`src/rtl/load_store_unit_pkg.sv`:
```
// Shared LSU definitions: funct3 codes, FSM states, fault causes.
// Also holds the legality and alignment helpers used at accept.
package load_store_unit_pkg;

    localparam logic [2:0] F3_LB  = 3'b000;
    localparam logic [2:0] F3_LH  = 3'b001;
    localparam logic [2:0] F3_LW  = 3'b010;
    localparam logic [2:0] F3_LBU = 3'b100;
    localparam logic [2:0] F3_LHU = 3'b101;

    typedef enum logic [2:0] {
        IDLE,
        REQ,
        RESP,
        DONE,
        FAULT
    } lsu_state_e;

    typedef enum logic [1:0] {
        FaultNone     = 2'b00,
        FaultMisalign = 2'b01,
        FaultBus      = 2'b10,
        FaultIllegal  = 2'b11
    } lsu_fault_e;

    // Stores only have SB/SH/SW; loads reject 011 and 11x.
    function automatic logic f3_illegal(
        input logic       we,
        input logic [2:0] f3
    );
        if (we) begin
            return f3 > F3_LW;
        end
        return (f3 == 3'b011) || (f3[2:1] == 2'b11);
    endfunction

    // Access size lives in funct3[1:0]: 00 byte, 01 half, 10 word.
    function automatic logic misaligned(
        input logic [1:0] size,
        input logic [1:0] off
    );
        unique case (size)
            2'b01:   return off[0];
            2'b10:   return |off;
            default: return 1'b0;
        endcase
    endfunction

endpackage

```
`src/rtl/lsu_data_align.sv`:
```
// Combinational lane logic: store strobes/data replication and
// load byte/halfword extraction with sign or zero extension.
// Ports:
//   st_funct3, st_off, st_data -> wstrb, wdata  (store side)
//   ld_funct3, ld_off, rdata   -> load_data     (load side)
module lsu_data_align
    import load_store_unit_pkg::*;
#(
    parameter int XLEN = 32
) (
    input  logic [2:0]        st_funct3,
    input  logic [1:0]        st_off,
    input  logic [XLEN-1:0]   st_data,
    input  logic [2:0]        ld_funct3,
    input  logic [1:0]        ld_off,
    input  logic [XLEN-1:0]   rdata,
    output logic [XLEN/8-1:0] wstrb,
    output logic [XLEN-1:0]   wdata,
    output logic [XLEN-1:0]   load_data
);

    localparam int NB = XLEN / 8;

    logic [XLEN-1:0] shifted;

    assign shifted = rdata >> {ld_off, 3'b000};

    always_comb begin
        wstrb = '0;
        wdata = st_data;
        case (st_funct3)
            F3_LB: begin
                wstrb = NB'(1) << st_off;
                wdata = {NB{st_data[7:0]}};
            end
            F3_LH: begin
                wstrb = NB'(3) << st_off;
                wdata = {(XLEN/16){st_data[15:0]}};
            end
            default: begin
                wstrb = '1;
                wdata = st_data;
            end
        endcase
    end

    always_comb begin
        load_data = rdata;
        case (ld_funct3)
            F3_LB:  load_data = {{(XLEN-8){shifted[7]}}, shifted[7:0]};
            F3_LH:  load_data = {{(XLEN-16){shifted[15]}}, shifted[15:0]};
            F3_LBU: load_data = {{(XLEN-8){1'b0}}, shifted[7:0]};
            F3_LHU: load_data = {{(XLEN-16){1'b0}}, shifted[15:0]};
            default: load_data = rdata;
        endcase
    end

endmodule

```
`src/rtl/load_store_unit.sv`:
```
// RV32I load/store unit: accepts one op from the control unit, runs a
// valid/ready request plus response on the data bus, reports done/fault.
// Ports:
//   i_clk, i_rst                         clock, sync active-high reset
//   i_cu_lsu_* / o_cu_lsu_ready          op handshake from control unit
//   i_alu_addr, i_rf_rs2_data            address and store source
//   o_lsu_load_data/done/fault/cause     results and status pulses
//   o_dmem_* / i_dmem_*                  data memory request/response
module load_store_unit
    import load_store_unit_pkg::*;
#(
    parameter int XLEN = 32
) (
    input  logic              i_clk,
    input  logic              i_rst,
    input  logic              i_cu_lsu_valid,
    output logic              o_cu_lsu_ready,
    input  logic              i_cu_lsu_we,
    input  logic [2:0]        i_cu_lsu_funct3,
    input  logic [XLEN-1:0]   i_alu_addr,
    input  logic [XLEN-1:0]   i_rf_rs2_data,
    output logic [XLEN-1:0]   o_lsu_load_data,
    output logic              o_lsu_done,
    output logic              o_lsu_fault,
    output logic [1:0]        o_lsu_fault_cause,
    output logic              o_dmem_req_valid,
    input  logic              i_dmem_req_ready,
    output logic [XLEN-1:0]   o_dmem_addr,
    output logic              o_dmem_we,
    output logic [XLEN/8-1:0] o_dmem_wstrb,
    output logic [XLEN-1:0]   o_dmem_wdata,
    input  logic              i_dmem_rsp_valid,
    input  logic [XLEN-1:0]   i_dmem_rdata,
    input  logic              i_dmem_rsp_err
);

    lsu_state_e        state;
    logic              we_q;
    logic [2:0]        f3_q;
    logic [1:0]        off_q;
    logic [XLEN/8-1:0] st_strb;
    logic [XLEN-1:0]   st_data;
    logic [XLEN-1:0]   ld_data;
    logic              bad_f3;
    logic              bad_align;

    // Store lanes come from the live request so they can be registered
    // at accept; load extraction uses the captured op.
    lsu_data_align #(
        .XLEN (XLEN)
    ) u_align (
        .st_funct3 (i_cu_lsu_funct3),
        .st_off    (i_alu_addr[1:0]),
        .st_data   (i_rf_rs2_data),
        .ld_funct3 (f3_q),
        .ld_off    (off_q),
        .rdata     (i_dmem_rdata),
        .wstrb     (st_strb),
        .wdata     (st_data),
        .load_data (ld_data)
    );

    assign bad_f3    = f3_illegal(i_cu_lsu_we, i_cu_lsu_funct3);
    assign bad_align = misaligned(i_cu_lsu_funct3[1:0], i_alu_addr[1:0]);

    always_ff @(posedge i_clk) begin
        if (i_rst) begin
            state             <= IDLE;
            we_q              <= 1'b0;
            f3_q              <= 3'b000;
            off_q             <= 2'b00;
            o_cu_lsu_ready    <= 1'b1;
            o_lsu_load_data   <= '0;
            o_lsu_done        <= 1'b0;
            o_lsu_fault       <= 1'b0;
            o_lsu_fault_cause <= FaultNone;
            o_dmem_req_valid  <= 1'b0;
            o_dmem_addr       <= '0;
            o_dmem_we         <= 1'b0;
            o_dmem_wstrb      <= '0;
            o_dmem_wdata      <= '0;
        end else begin
            o_lsu_done        <= 1'b0;
            o_lsu_fault       <= 1'b0;
            o_lsu_fault_cause <= FaultNone;
            unique case (state)
                IDLE: begin
                    if (i_cu_lsu_valid) begin
                        o_cu_lsu_ready <= 1'b0;
                        we_q           <= i_cu_lsu_we;
                        f3_q           <= i_cu_lsu_funct3;
                        off_q          <= i_alu_addr[1:0];
                        if (bad_f3) begin
                            state             <= FAULT;
                            o_lsu_fault       <= 1'b1;
                            o_lsu_fault_cause <= FaultIllegal;
                        end else if (bad_align) begin
                            state             <= FAULT;
                            o_lsu_fault       <= 1'b1;
                            o_lsu_fault_cause <= FaultMisalign;
                        end else begin
                            state            <= REQ;
                            o_dmem_req_valid <= 1'b1;
                            o_dmem_addr      <= {i_alu_addr[XLEN-1:2], 2'b00};
                            o_dmem_we        <= i_cu_lsu_we;
                            o_dmem_wstrb     <= i_cu_lsu_we ? st_strb : '0;
                            o_dmem_wdata     <= i_cu_lsu_we ? st_data : '0;
                        end
                    end
                end
                REQ: begin
                    if (i_dmem_req_ready) begin
                        state            <= RESP;
                        o_dmem_req_valid <= 1'b0;
                    end
                end
                RESP: begin
                    if (i_dmem_rsp_valid) begin
                        if (i_dmem_rsp_err) begin
                            state             <= FAULT;
                            o_lsu_fault       <= 1'b1;
                            o_lsu_fault_cause <= FaultBus;
                        end else begin
                            state      <= DONE;
                            o_lsu_done <= 1'b1;
                            if (!we_q) begin
                                o_lsu_load_data <= ld_data;
                            end
                        end
                    end
                end
                DONE, FAULT: begin
                    state          <= IDLE;
                    o_cu_lsu_ready <= 1'b1;
                end
                default: begin
                    state          <= IDLE;
                    o_cu_lsu_ready <= 1'b1;
                end
            endcase
        end
    end

endmodule

```
`config.mk`:
```
export PLATFORM = sky130hd
export DESIGN_NAME = load_store_unit
export DESIGN_NICKNAME = d
export VERILOG_FILES = /design/src/rtl/load_store_unit_pkg.sv /design/src/rtl/lsu_data_align.sv /design/src/rtl/load_store_unit.sv
export SDC_FILE = /design/constraint.sdc
export NUM_CORES = 1
export LEC_CHECK = 0
export CORE_ASPECT_RATIO = 0.9
export CORE_UTILIZATION = 50
export CTS_CLUSTER_SIZE = 12
export DETAILED_ROUTE_END_ITERATION = 10
export PLACE_DENSITY = 0.95
export SLEW_MARGIN = 30
export SYNTH_ARGS = -nofsm -noshare
export SYNTH_HDL_FRONTEND = slang
export SYNTH_HIERARCHICAL = 1
export SYNTH_SLANG_ARGS = --single-unit
export TNS_END_PERCENT = 100
```
`constraint.sdc`:
```
create_clock -name i_clk -period 4 [get_ports i_clk]
set_input_delay 1 -clock i_clk [delete_from_list [all_inputs] [get_ports i_clk]]
set_output_delay 1 -clock i_clk [all_outputs]
set_load 0.02 [all_outputs]
```
# Word-level counts from Yosys, hierarchy flattened
# Index checks and enable logic that the tools add are counted.
# op_classes
magnitude_cmp	1
n_eq_ne	15
n_shift	3
muxes	36
bitwise	7
reduce_logical	14
# ops
cell	n
$pmux 32 s4	1
$pmux 32 s2	1
$mux 32	1
$shr 32x5->16	1
$mux 3	6
$mux 1	15
$ne 2x2->1 const B	5
$eq 3x1->1 const B	3
$logic_not 3->1	3
$pmux 3 s3	1
$mux 2	4
$pmux 1 s2	4
$pmux 4 s2	1
$reduce_and 4->1	2
$not 1->1	7
$eq 3x2->1 const B	2
$eq 3x3->1 const B	2
$reduce_and 5->1	1
$eq 2x2->1 const B	2
$mux 4	1
$pmux 2 s2	1
$reduce_and 2->1	2
$reduce_or 2->1	2
$shl 1x2->4 const A	1
other kinds (7)	7
# totals
regBits	114
in_bits	106
wordCells	90

# Logic depth before layout (Yosys ltp)
# Gate-level depths: netlist of run 1.
# logic_depth
word_depth	6
depth_mapped	8
ltp_nobuf	6

# Cells and area by module
# Netlist of run 1, hierarchy kept.
# modules_own_cells
module	instances	cells_each	area_per_inst_um2	seq_area_each_um2
load_store_unit	1	528	4957.3	2282.2
lsu_data_align	1	172	1209.9	0.0

# Least setup slack after synthesis of run 1
# No wires, ideal clock.
# synth_timing
kind	in2reg
from	input port i_cu_lsu_funct3[0]
to	register o_dmem_addr[10]
arrival_time_ns	2.382
t_required_ns	3.928
path_slack_ns	1.546
stages	8
path_buffers	2
cell_sequence	inv_1 ha_1 nand2b_1 o22ai_1 nor3_4 buf_6 buf_6 mux2i_1
# synth_between
elab_chain_cells	5
elab_cells_between_ends	11
cone_classes	1 x order compare; 3 x eq/ne; 3 x mux; 2 x bitwise; 2 x reduce/logical
# synth_lines
item	line_no	source
start: declaration	load_store_unit.sv:19	input logic [2:0] i_cu_lsu_funct3,
$gt 3x2->1 or $eq 3x2->1 (tied branches)	load_store_unit_pkg.sv:32, load_store_unit_pkg.sv:34	
$mux 1 or $logic_or 1x1->1 (tied branches)	load_store_unit_pkg.sv:31, load_store_unit_pkg.sv:34	
$mux 1	load_store_unit_pkg.sv:34	return (f3 == 3'b011) || (f3[2:1] == 2'b11);
$not 1->1 (no source line)	-	
$reduce_and 4->1 (no source line) *	-	
end signal: assignment	load_store_unit.sv:104	o_dmem_addr <= {i_alu_addr[XLEN-1:2], 2'b00};
end: declaration	load_store_unit.sv:28	output logic [XLEN-1:0] o_dmem_addr,
# Every way passes the cells marked *; elsewhere a longest branch is shown, timed or not. The select of a mux whose other input is x is not followed.
# A chain may end at the register's enable or synchronous reset.

# Worst setup path after layout of run 1
# layout_timing
from	input port i_cu_lsu_funct3[0]
to	register o_dmem_addr[24]
# Same word-level chain as after synthesis.

==> flow_metrics.py, run 1 <==
metrics = {
    "yosys": {
        "synthCells": 700,
        "synthesis.area_sq_um": 6170,
        "synth_most_common_cell": "dfxtp_1",
        "ys.flop_type": "dfxtp_1",
        "synth_warnings": 6,
        "ys_ff_latch": 114,
        "synth_common_cells": "114 x dfxtp_1, 109 x nand2_1, 92 x nand2b_1",
        "synthDominantCellAreaShare_pct": 37.0,
        "synth_area_leaders": "dfxtp_1 37%, nand2b_1 9.3%, mux2i_1 7.0%",
        "avgSynthCellArea_sq_um": 8.81,
        "yosys.cell_types.count": 60,
        "yosysSeqAreaShare_pct": 37.0,
        "yosys.area.top_type": "dfxtp_1",
        "synth_edf_count": 0,
        "synth-async-reset-ratio_pct": 0,
    },
    "place": {
        "post-place-cells": 1012,
        "gp_congestion": 0.849,
        "io_buffers": 210,
        "hpwlAfterDp_mm": 11.9,
        "dpl_cell_area_sq_um": 8050,
    },
    "flow_run": {
        "maxCapViolCount": 0,
    },
    "route": {
        "ant_nets": 0,
        "wl_per_cell_microns": 16.9,
        "route.vias.total": 5751,
        "drt-initial-drc-count": 602,
        "dr.pass1.iters": 5,
        "drc": 0,
        "vias_per_cell": 5.51,
        "wl_mm": 17.6,
    },
    "cells_and_area": {
        "drive_gt1_share_pct": 13.0,
        "finalNetCount": 980,
        "area_delta_synth_final_pct": 40.5,
        "final_area_sq_um": 8660,
        "fin_cells": 1044,
        "diodes": 0,
    },
    "cts": {
        "clk_pin_slew_ns": 0.05,
        "cts_tree": "built",
        "cts.sink_count": 114,
        "ctsHoldBuffers": 0,
        "cts_setup_buffers": 0,
        "cts_buffers": 17,
        "clockBufferDepth": 2,
        "clk_latency_ns": 0.41,
        "cts_resized": 0,
        "clockRootBuffer": "clkbuf_16",
        "h-tree-depth": 4,
    },
    "global_route": {
        "grt_start_max_net_pins": 81,
        "first_global_vias": 5458,
        "overflow": 0,
        "grt_pass1_wl_mm": 27.4,
        "antenna_found_initial": 0,
        "track_usage_pct": 27.2,
    },
    "critical_path": {
        "timing.rr.start": "off_q[1]",
        "rrSetupSlack_ns": 1.57,
        "start_kind": "input port",
        "required_ns": 4.33,
        "r2r_end": "o_lsu_load_data[29]",
        "cp_max_fo": 68,
        "arrival_ns": 3.35,
        "rr_worst_depth": 5,
        "criticalPathCategory": "in -> reg",
        "end_kind": "register",
    },
    "pwr": {
        "internal_power_uw": 2480,
        "p_sw_share_pct": 27.7,
        "leakagePower_uw": 0.00306,
        "power_frac_seq_pct": 35.9,
        "ir_worst_vdd_v": 0.000290,
        "powerDensity_nw_per_um2": 395,
        "comb_power_share_pct": 18.6,
        "clock_power_share_pct": 45.5,
        "p_sw_uw": 949,
    },
    "sta": {
        "worstMarginPinSlew_ns": 0.978,
        "fin_crit_sh_pct": 75.6,
        "max_freq_mhz": 331,
        "period_needed_ns": 3.02,
        "clock_skew_ns": 0.00756,
        "timing.setup.tns_ns": 0,
        "slew_headroom_pct": 34.5,
        "slew_violations": 0,
        "report.final.hold_viol_count": 0,
        "setup_violations": 0,
        "rsz0062_at_grt": "false",
    },
    "floorplan": {
        "rows": 38,
        "start_util_pct": 51.3,
        "coreArea_sq_um": 12000,
        "die_h_microns": 107,
        "die_x_microns": 119,
        "dieArea_sq_um": 12800,
        "ios": 213,
    },
    "worst_hold_path": {
        "min_path_type": "reg -> reg",
        "hold_depth": 2,
        "hold_path_end": "o_lsu_load_data[10]",
        "hold_start": "o_lsu_load_data[10]",
    },
    "status": {
        "status": "finished clean",
    },
}
==> power groups by stage <==
stage	logic [uW]	registers, uW	clock network [uW]
2_1_floorplan	375	1280	0
3_3_place_gp	615	1250	0
3_5_place_dp	624	1250	0
4_1_cts	632	1230	1580
5_1_grt	677	1240	1640
6_report	637	1230	1560
==> cells by family (layout without fill, tap and decap cells) <==
logic type / Yosys count / after routing / synth area share (%)
and+or+nand+nor: 285 / 285 / 25.0
AOI/OAI and AO/OA: 155 / 155 / 17.4
DFF: 114 / 114 / 37.0
buffers and inverters: 78 / 261 / 8.87
muxes: 64 / 64 / 11.1
adders and majority gates: 3 / 3 / 0.609
other: 1 / 2 / 0.0608
==> area by class of cell <==
type                    count  area [sq um]
clock buffers              17           425
clock inverters            15           184
fillers                   887          3370
inverters                  10          37.5
multi-input cells         509          3350
flip-flops and latches    114          2280
well taps                 160           200
repair buffers            219          2180
==> cells in the final DEF, fill, tap and decap left out, types with 4 or more instances in the layout <==
master,count
o21ai_0,29
a22oi_1,4
nand2_1,109
dfxtp_1,114
buf_4,9
a22o_1,5
o31ai_1,7
nand2b_1,92
clkinv_4,4
nand3b_1,6
nor2_1,15
o21ai_1,4
o211a_1,5
o2bb2ai_1,5
a21oi_1,51
nand4_1,38
inv_1,10
or2b_2,6
o21ai_2,29
clkbuf_16,17
mux2i_1,43
clkdlybuf4s50_1,209
mux2_2,19
==> critical path, stage by stage <==
cell	delay, ns
clkdlybuf4s50_1	0.62
inv_1	0.09
ha_1	0.34
nand2b_1	0.16
o22ai_1	0.14
nor3_4	0.26
buf_12	0.32
mux2i_1	0.26
==> per-stage QoR <==
step	worst slack, ns	util [%]	hold WS (ns)	total power (uW)
global placement	0.732	66.9	0.442	1870
CTS	1.03	72.0	0.454	3440
detailed placement	0.600	66.9	0.446	1880
floorplan	1.55	-	0.435	1660
finish	0.977	72.0	0.453	3430
global route	0.858	72.0	0.470	3550
==> flip-flops by register name, summed over array words and instances, names as in the netlist, 2 cells and up <==
| register | cells |
|---|---|
| o_lsu_fault_cause | 2 |
| o_dmem_wdata | 32 |
| o_lsu_load_data | 32 |
| o_dmem_wstrb | 4 |
| state | 3 |
| off_q | 2 |
| o_dmem_addr | 30 |
| f3_q | 3 |
==> how the worst max path moves through the flow <==
stage | slack [ns] | to | startpoint
detailed placement | 0.60 | o_dmem_addr[24] | i_cu_lsu_funct3[0]
CTS | 1.03 | o_dmem_addr[24] | i_cu_lsu_funct3[0]
global route | 0.86 | o_dmem_addr[12] | i_cu_lsu_funct3[0]
finish | 0.98 | o_dmem_addr[24] | i_cu_lsu_funct3[0]
floorplan | 1.55 | o_dmem_addr[10] | i_cu_lsu_funct3[0]
global placement | 0.73 | o_dmem_addr[19] | i_cu_lsu_funct3[0]
==> layer usage <==
layer  share of wire [%]  routed length [microns]  GRT usage, %
met5                   0                        0             0
met4                 2.7                      476          13.4
met1                  39                     6850          30.8
met2                  49                     8620          46.2
met3                 9.6                     1700          8.58
(Power assumes the default switching activity.)
==> run 2: changes to the inputs <==
--- a/config.mk
+++ b/config.mk
@@ -6,10 +6,10 @@
 export NUM_CORES = 1
 export LEC_CHECK = 0
 export CORE_ASPECT_RATIO = 0.9
-export CORE_UTILIZATION = 50
+export CORE_UTILIZATION = 46
 export CTS_CLUSTER_SIZE = 12
 export DETAILED_ROUTE_END_ITERATION = 10
-export PLACE_DENSITY = 0.95
+export PLACE_DENSITY = 0.91
 export SLEW_MARGIN = 30
 export SYNTH_ARGS = -nofsm -noshare
 export SYNTH_HDL_FRONTEND = slang
==> constraint.sdc (replaced) <==
create_clock -name i_clk -period 3 [get_ports i_clk]
set_input_delay 0.75 -clock i_clk [delete_from_list [all_inputs] [get_ports i_clk]]
set_output_delay 0.75 -clock i_clk [all_outputs]
set_load 0.02 [all_outputs]
==> run 2 against run 1 <==
  * Via count increased by 2.0%
  * Non-clock buffer count increased by 9
  * Utilization decreased by 3.8 points
  * Final cell count increased by 1.2%
  * Sequential share of layout area decreased by 0.36 points
  * Largest power group unchanged
==> flow_metrics.py, run 2 (synthesis results as in run 1) <==
metrics = {
    "cells_and_area": {
        "diodes": 0,
        "final_cell_mix": "209 x clkdlybuf4s50_1, 114 x dfxtp_1, 109 x nand2_1, 92 x nand2b_1, 51 x a21oi_1",
        "reg_top3": "o_dmem_wdata (32), o_lsu_load_data (32), o_dmem_addr (30)",
        "regArea_sq_um": 2280,
        "multi_input_area_sq_um": 3350,
        "finalNetCount": 989,
        "drive_gt1_share_pct": 13.4,
        "area_delta_synth_final_pct": 42.4,
        "fin_util_pct": 68.2,
        "num-fill-cells": 993,
        "final_common_cell": "clkdlybuf4s50_1",
    },
    "cts": {
        "clockBufferDepth": 2,
        "clockRootBuffer": "clkbuf_16",
        "cts_tree": "built",
        "cts_buffers": 17,
        "cts_resized": 0,
        "ctsHoldBuffers": 0,
        "h-tree-depth": 4,
        "clk_latency_ns": 0.42,
        "clk_pin_slew_ns": 0.05,
        "cts.sink_count": 114,
        "cts_setup_buffers": 0,
    },
    "sta": {
        "rsz0062_at_grt": "false",
        "timing.setup.tns_ns": 0,
        "fin_ws_ns": 0.517,
        "worstMarginPinSlew_ns": 0.630,
        "slew_headroom_pct": 58.0,
        "max_freq_mhz": 403,
        "period_needed_ns": 2.48,
        "report.final.hold_viol_count": 0,
        "setup_violations": 0,
        "fin_crit_sh_pct": 82.8,
        "clock_skew_ns": 0.0114,
        "slew_violations": 0,
    },
    "floorplan": {
        "die_x_microns": 124,
        "coreArea_sq_um": 12900,
        "start_util_pct": 47.9,
        "ios": 213,
        "die_h_microns": 112,
        "dieArea_sq_um": 13900,
        "rows": 39,
    },
    "critical_path": {
        "end_kind": "register",
        "rr_worst_depth": 5,
        "crit_slowest_cell": "clkdlybuf4s50_1",
        "path_cells": "clkdlybuf4s50_1, buf_4, ha_1, nor2_1, o22ai_1, nor3_4, buf_12, mux2i_1",
        "arrival_ns": 2.82,
        "required_ns": 3.34,
        "rrSetupSlack_ns": 0.78,
        "cp_max_fo": 26,
        "path_depth": 8,
        "critPathBufInv": 3,
        "r2r_end": "o_lsu_load_data[18]",
        "start_kind": "input port",
        "criticalPathCategory": "in -> reg",
        "slowest_delay_ns": 0.46,
        "timing.rr.start": "off_q[0]",
        "cp_top_family": "buffers and inverters",
    },
    "route": {
        "route.vias.total": 5867,
        "wl_per_cell_microns": 17.3,
        "dr.pass1.iters": 5,
        "drc": 0,
        "ant_nets": 0,
        "drt-initial-drc-count": 577,
        "wl_mm": 18.3,
        "vias_per_cell": 5.55,
    },
    "flow_run": {
        "maxCapViolCount": 0,
    },
    "worst_hold_path": {
        "hold_depth": 2,
        "min_path_type": "reg -> reg",
        "hold_start": "o_lsu_load_data[25]",
        "hold_path_end": "o_lsu_load_data[25]",
    },
    "status": {
        "status": "finished clean",
    },
    "pwr": {
        "ir_worst_vdd_v": 0.000437,
        "finalPower_uw": 4680,
        "powerDensity_nw_per_um2": 533,
        "leakagePower_uw": 0.00313,
    },
    "global_route": {
        "antenna_found_initial": 0,
        "grt_start_max_net_pins": 50,
        "first_global_vias": 5752,
        "track_usage_pct": 26.7,
        "overflow": 0,
        "grt_pass1_wl_mm": 28.7,
    },
    "place": {
        "dp_slack_ns": 0.105,
        "io_buffers": 210,
        "gp_congestion": 0.880,
        "hpwlAfterDp_mm": 12.3,
    },
}
-- run 2: cell count changes in the layout (fill, tap and decap cells not counted) --
cell	previous run	this run
or4b_1	0	1
clkbuf_8	0	3
clkbuf_1	0	3
buf_12	1	3
or4b_2	1	0
inv_6	3	0
bufinv_16	3	4
clkinv_4	4	0
buf_4	9	16
-- run 2: through the flow --
| step | cells | hold slack [ns] | instance area (sq um) |
|---|---|---|---|
| final | 1057 | 0.454 | 8780 |
| after global routing | 1057 | 0.469 | 8780 |
| after CTS | 1057 | 0.456 | 8780 |
| after detailed placement | 1025 | 0.448 | 8150 |
| after global placement | 1025 | 0.442 | 8150 |
| after floorplan | 701 | 0.435 | 6170 |
-- run 2: metal layers --
| layer | track usage [%] | share of wire, % | up-vias | routed length [microns] |
|---|---|---|---|---|
| met5 | 0 | 0 | - | 0 |
| met4 | 11.9 | 2.8 | 0 | 504 |
| met3 | 9.17 | 9.5 | 43 | 1730 |
| met2 | 43.7 | 48 | 284 | 8760 |
| met1 | 31.1 | 40 | 2753 | 7300 |
| li1 | - | - | 2787 | - |
-- run 2: worst max path at each step --
| stage | start | end | slack, ns |
|---|---|---|---|
| finish | i_cu_lsu_funct3[0] | o_dmem_addr[15] | 0.52 |
| global route | i_cu_lsu_funct3[0] | o_dmem_addr[24] | 0.42 |
| CTS | i_cu_lsu_funct3[0] | o_dmem_addr[15] | 0.53 |
| detailed placement | i_cu_lsu_funct3[0] | o_dmem_addr[15] | 0.10 |
| global placement | i_cu_lsu_funct3[0] | o_dmem_wdata[27] | 0.19 |
| floorplan | i_cu_lsu_funct3[0] | o_dmem_addr[10] | 0.80 |
-- run 2: final cells by class --
class                   instances  area share, %
inverters                      10          0.427
multi-input cells             509           38.2
well taps                     164           2.34
flip-flops and latches        114           26.0
clock buffers                  23           5.44
clock inverters                 9           1.74
repair buffers                228           25.9
-- run 2: worst min-delay path, stage by stage (launching register included) --
cell and delay, ns:
dfxtp_1 0.30, nand2_1 0.05, a21oi_1 0.05
-- run 2: power breakdown --
| part | internal (uW) | switching (uW) | total, uW |
|---|---|---|---|
| clock network | 1450 | 723 | 2180 |
| registers | 1580 | 53.7 | 1630 |
| logic | 421 | 452 | 874 |
==> run 3: changes to the inputs <==
==> constraint.sdc (replaced) <==
create_clock -name i_clk -period 2.3 [get_ports i_clk]
set_input_delay 0.575 -clock i_clk [delete_from_list [all_inputs] [get_ports i_clk]]
set_output_delay 0.575 -clock i_clk [all_outputs]
set_load 0.02 [all_outputs]
==> run 3 against run 2 <==
  * Global-route usage rose by 0.32 points
  * Register-to-register slack got worse by 0.35 ns
  * Sequential share of layout area shrank 0.96 points
  * Power up 35%
  * Critical path depth is 1 higher
  * Flip-flop and latch count is the same
  * Die area did not move
==> flow_metrics.py, run 3 (synthesis results as in run 1) <==
metrics = {
    "floorplan": {
        "die_h_microns": 112,
        "die_x_microns": 124,
        "rows": 39,
        "dieArea_sq_um": 13900,
        "coreArea_sq_um": 12900,
        "ios": 213,
        "start_util_pct": 47.9,
    },
    "sta": {
        "fin_crit_sh_pct": 98.4,
        "clock_skew_ns": 0.0104,
        "worstMarginPinSlew_ns": 0.507,
        "slew_violations": 0,
        "period_needed_ns": 2.26,
        "slew_headroom_pct": 66.2,
        "setup_violations": 0,
        "max_freq_mhz": 442,
        "report.final.hold_viol_count": 0,
    },
    "pwr": {
        "clock_power_share_pct": 46.4,
        "comb_power_share_pct": 19.8,
        "p_sw_share_pct": 25.6,
        "finalPower_uw": 6310,
        "p_sw_uw": 1620,
        "ir_worst_vdd_v": 0.000720,
        "powerDensity_nw_per_um2": 692,
        "internal_power_uw": 4690,
        "power_frac_seq_pct": 33.8,
        "leakagePower_uw": 0.00332,
    },
    "route": {
        "wl_mm": 18.9,
        "vias_per_cell": 5.52,
        "ant_nets": 0,
        "route.vias.total": 5979,
        "wl_per_cell_microns": 17.5,
        "drt-initial-drc-count": 577,
        "drc": 0,
        "dr.pass1.iters": 5,
    },
    "cells_and_area": {
        "final_cell_mix": "209 x clkdlybuf4s50_1, 114 x dfxtp_1, 109 x nand2_1, 92 x nand2b_1, 51 x a21oi_1",
        "final_common_cell": "clkdlybuf4s50_1",
        "area_delta_synth_final_pct": 47.9,
        "diodes": 0,
        "fin_cells": 1083,
        "reg_top3": "o_dmem_wdata (32), o_lsu_load_data (32), o_dmem_addr (30)",
        "finalNetCount": 1015,
        "regArea_sq_um": 2280,
        "num-fill-cells": 942,
        "drive_gt1_share_pct": 16.2,
        "multi_input_area_sq_um": 3360,
    },
    "cts": {
        "cts_tree": "built",
        "clk_latency_ns": 0.41,
        "clk_pin_slew_ns": 0.05,
        "ctsHoldBuffers": 0,
        "cts_buffers": 17,
        "clockRootBuffer": "clkbuf_16",
        "cts.sink_count": 114,
        "h-tree-depth": 4,
        "clockBufferDepth": 2,
    },
    "status": {
        "status": "finished clean",
    },
    "global_route": {
        "first_global_vias": 5787,
        "antenna_found_initial": 0,
        "track_usage_pct": 27.0,
        "overflow": 0,
        "grt_pass1_wl_mm": 29.0,
        "grt_start_max_net_pins": 97,
    },
    "critical_path": {
        "required_ns": 2.63,
        "arrival_ns": 2.59,
        "criticalPathCategory": "in -> reg",
        "path_cells": "clkdlybuf4s50_1, inv_1, ha_1, nand2b_1, o22ai_2, nor3_4, buf_4, buf_12, mux2i_1",
        "rr_worst_depth": 6,
        "crit_slowest_cell": "clkdlybuf4s50_1",
        "cp_max_fo": 13,
        "end_kind": "register",
        "start_kind": "input port",
        "slowest_delay_ns": 0.54,
    },
    "flow_run": {
        "maxCapViolCount": 0,
    },
    "place": {
        "post-place-cells": 1047,
        "gp_congestion": 0.908,
        "io_buffers": 210,
        "hpwlAfterDp_mm": 12.8,
    },
    "worst_hold_path": {
        "min_path_type": "reg -> reg",
        "hold_depth": 2,
    },
}
## run 3: cell count changes in the layout (fill, tap and decap cells not counted)
cell / before / now
clkbuf_1: 3 / 2
o22ai_1: 2 / 1
o22ai_2: 0 / 1
buf_12: 3 / 9
bufinv_16: 4 / 5
mux2i_1: 43 / 42
clkinv_2: 2 / 4
mux2i_2: 0 / 1
clkbuf_16: 17 / 19
clkinv_4: 0 / 1
buf_4: 16 / 34
clkinvlp_4: 3 / 0
## run 3: final timing paths
path,from,endpoint,slack [ns]
min reg2reg,o_lsu_load_data[3],o_lsu_load_data[3],0.45
min,o_lsu_load_data[3],o_lsu_load_data[3],0.45
max,i_cu_lsu_funct3[0],o_dmem_addr[23],0.04
max reg2reg,off_q[0],o_lsu_load_data[11],0.43
## run 3: cell type report
type / instances / share of cell area, %
tap: 164 / 2.25
multi-input combinational: 509 / 36.9
clock buffer: 22 / 5.20
clock inverter: 10 / 1.96
sequential: 114 / 25.0
timing repair buffer: 254 / 28.3
inverter: 10 / 0.412
## run 3: critical path: cells and delay by family
| family | cells | cell delay [ns] |
|---|---|---|
| buffers and inverters | 4 | 0.94 |
| AND/OR/NAND/NOR | 2 | 0.39 |
| adder cells (fa/ha/maj) | 1 | 0.34 |
| multiplexers | 1 | 0.22 |
| AO/OA/AOI/OAI | 1 | 0.11 |
## run 3: timing repair
action,in CTS,in global routing
endpoints found under the setup margin,2,26
hold endpoints to repair,0,0
cloned,0,2
gates resized for setup,1,1
pin swaps,1,1
setup buffers,0,2
## run 3: metal layers
metal | vias to the layer above | GRT usage [%] | wire length [microns] | share of wire (%)
li1 | 2837 | - | - | -
met1 | 2807 | 31.4 | 7460 | 39
met2 | 286 | 45.3 | 9370 | 49
met3 | 49 | 8.56 | 1570 | 8.3
met4 | 0 | 11.2 | 530 | 2.8
met5 | - | 0 | 0 | 0
## run 3: through the flow
| step | worst slack (ns) | setup TNS, ns | cell area [sq um] | hold WS (ns) | util [%] |
|---|---|---|---|---|---|
| 6_report | 0.0367 | 0 | 9120 | 0.451 | 70.8 |
| 5_1_grt | -0.0243 | -0.237 | 9120 | 0.470 | 70.8 |
| 4_1_cts | 0.0107 | 0 | 9050 | 0.453 | 70.3 |
| 3_5_place_dp | -0.409 | -23.81 | 8390 | 0.446 | 65.1 |
| 3_3_place_gp | -0.255 | -15.68 | 8390 | 0.442 | 65.1 |
| 2_1_floorplan | 0.271 | 0 | 6170 | 0.435 | - |
## run 3: power groups by stage
stage               clock network, uW  logic, uW  registers [uW]
global placement                    0       1180            2160
finish                           2930       1250            2130
global route                     3050       1330            2140
detailed placement                  0       1200            2170
floorplan                           0        653            2230
CTS                              2960       1210            2130
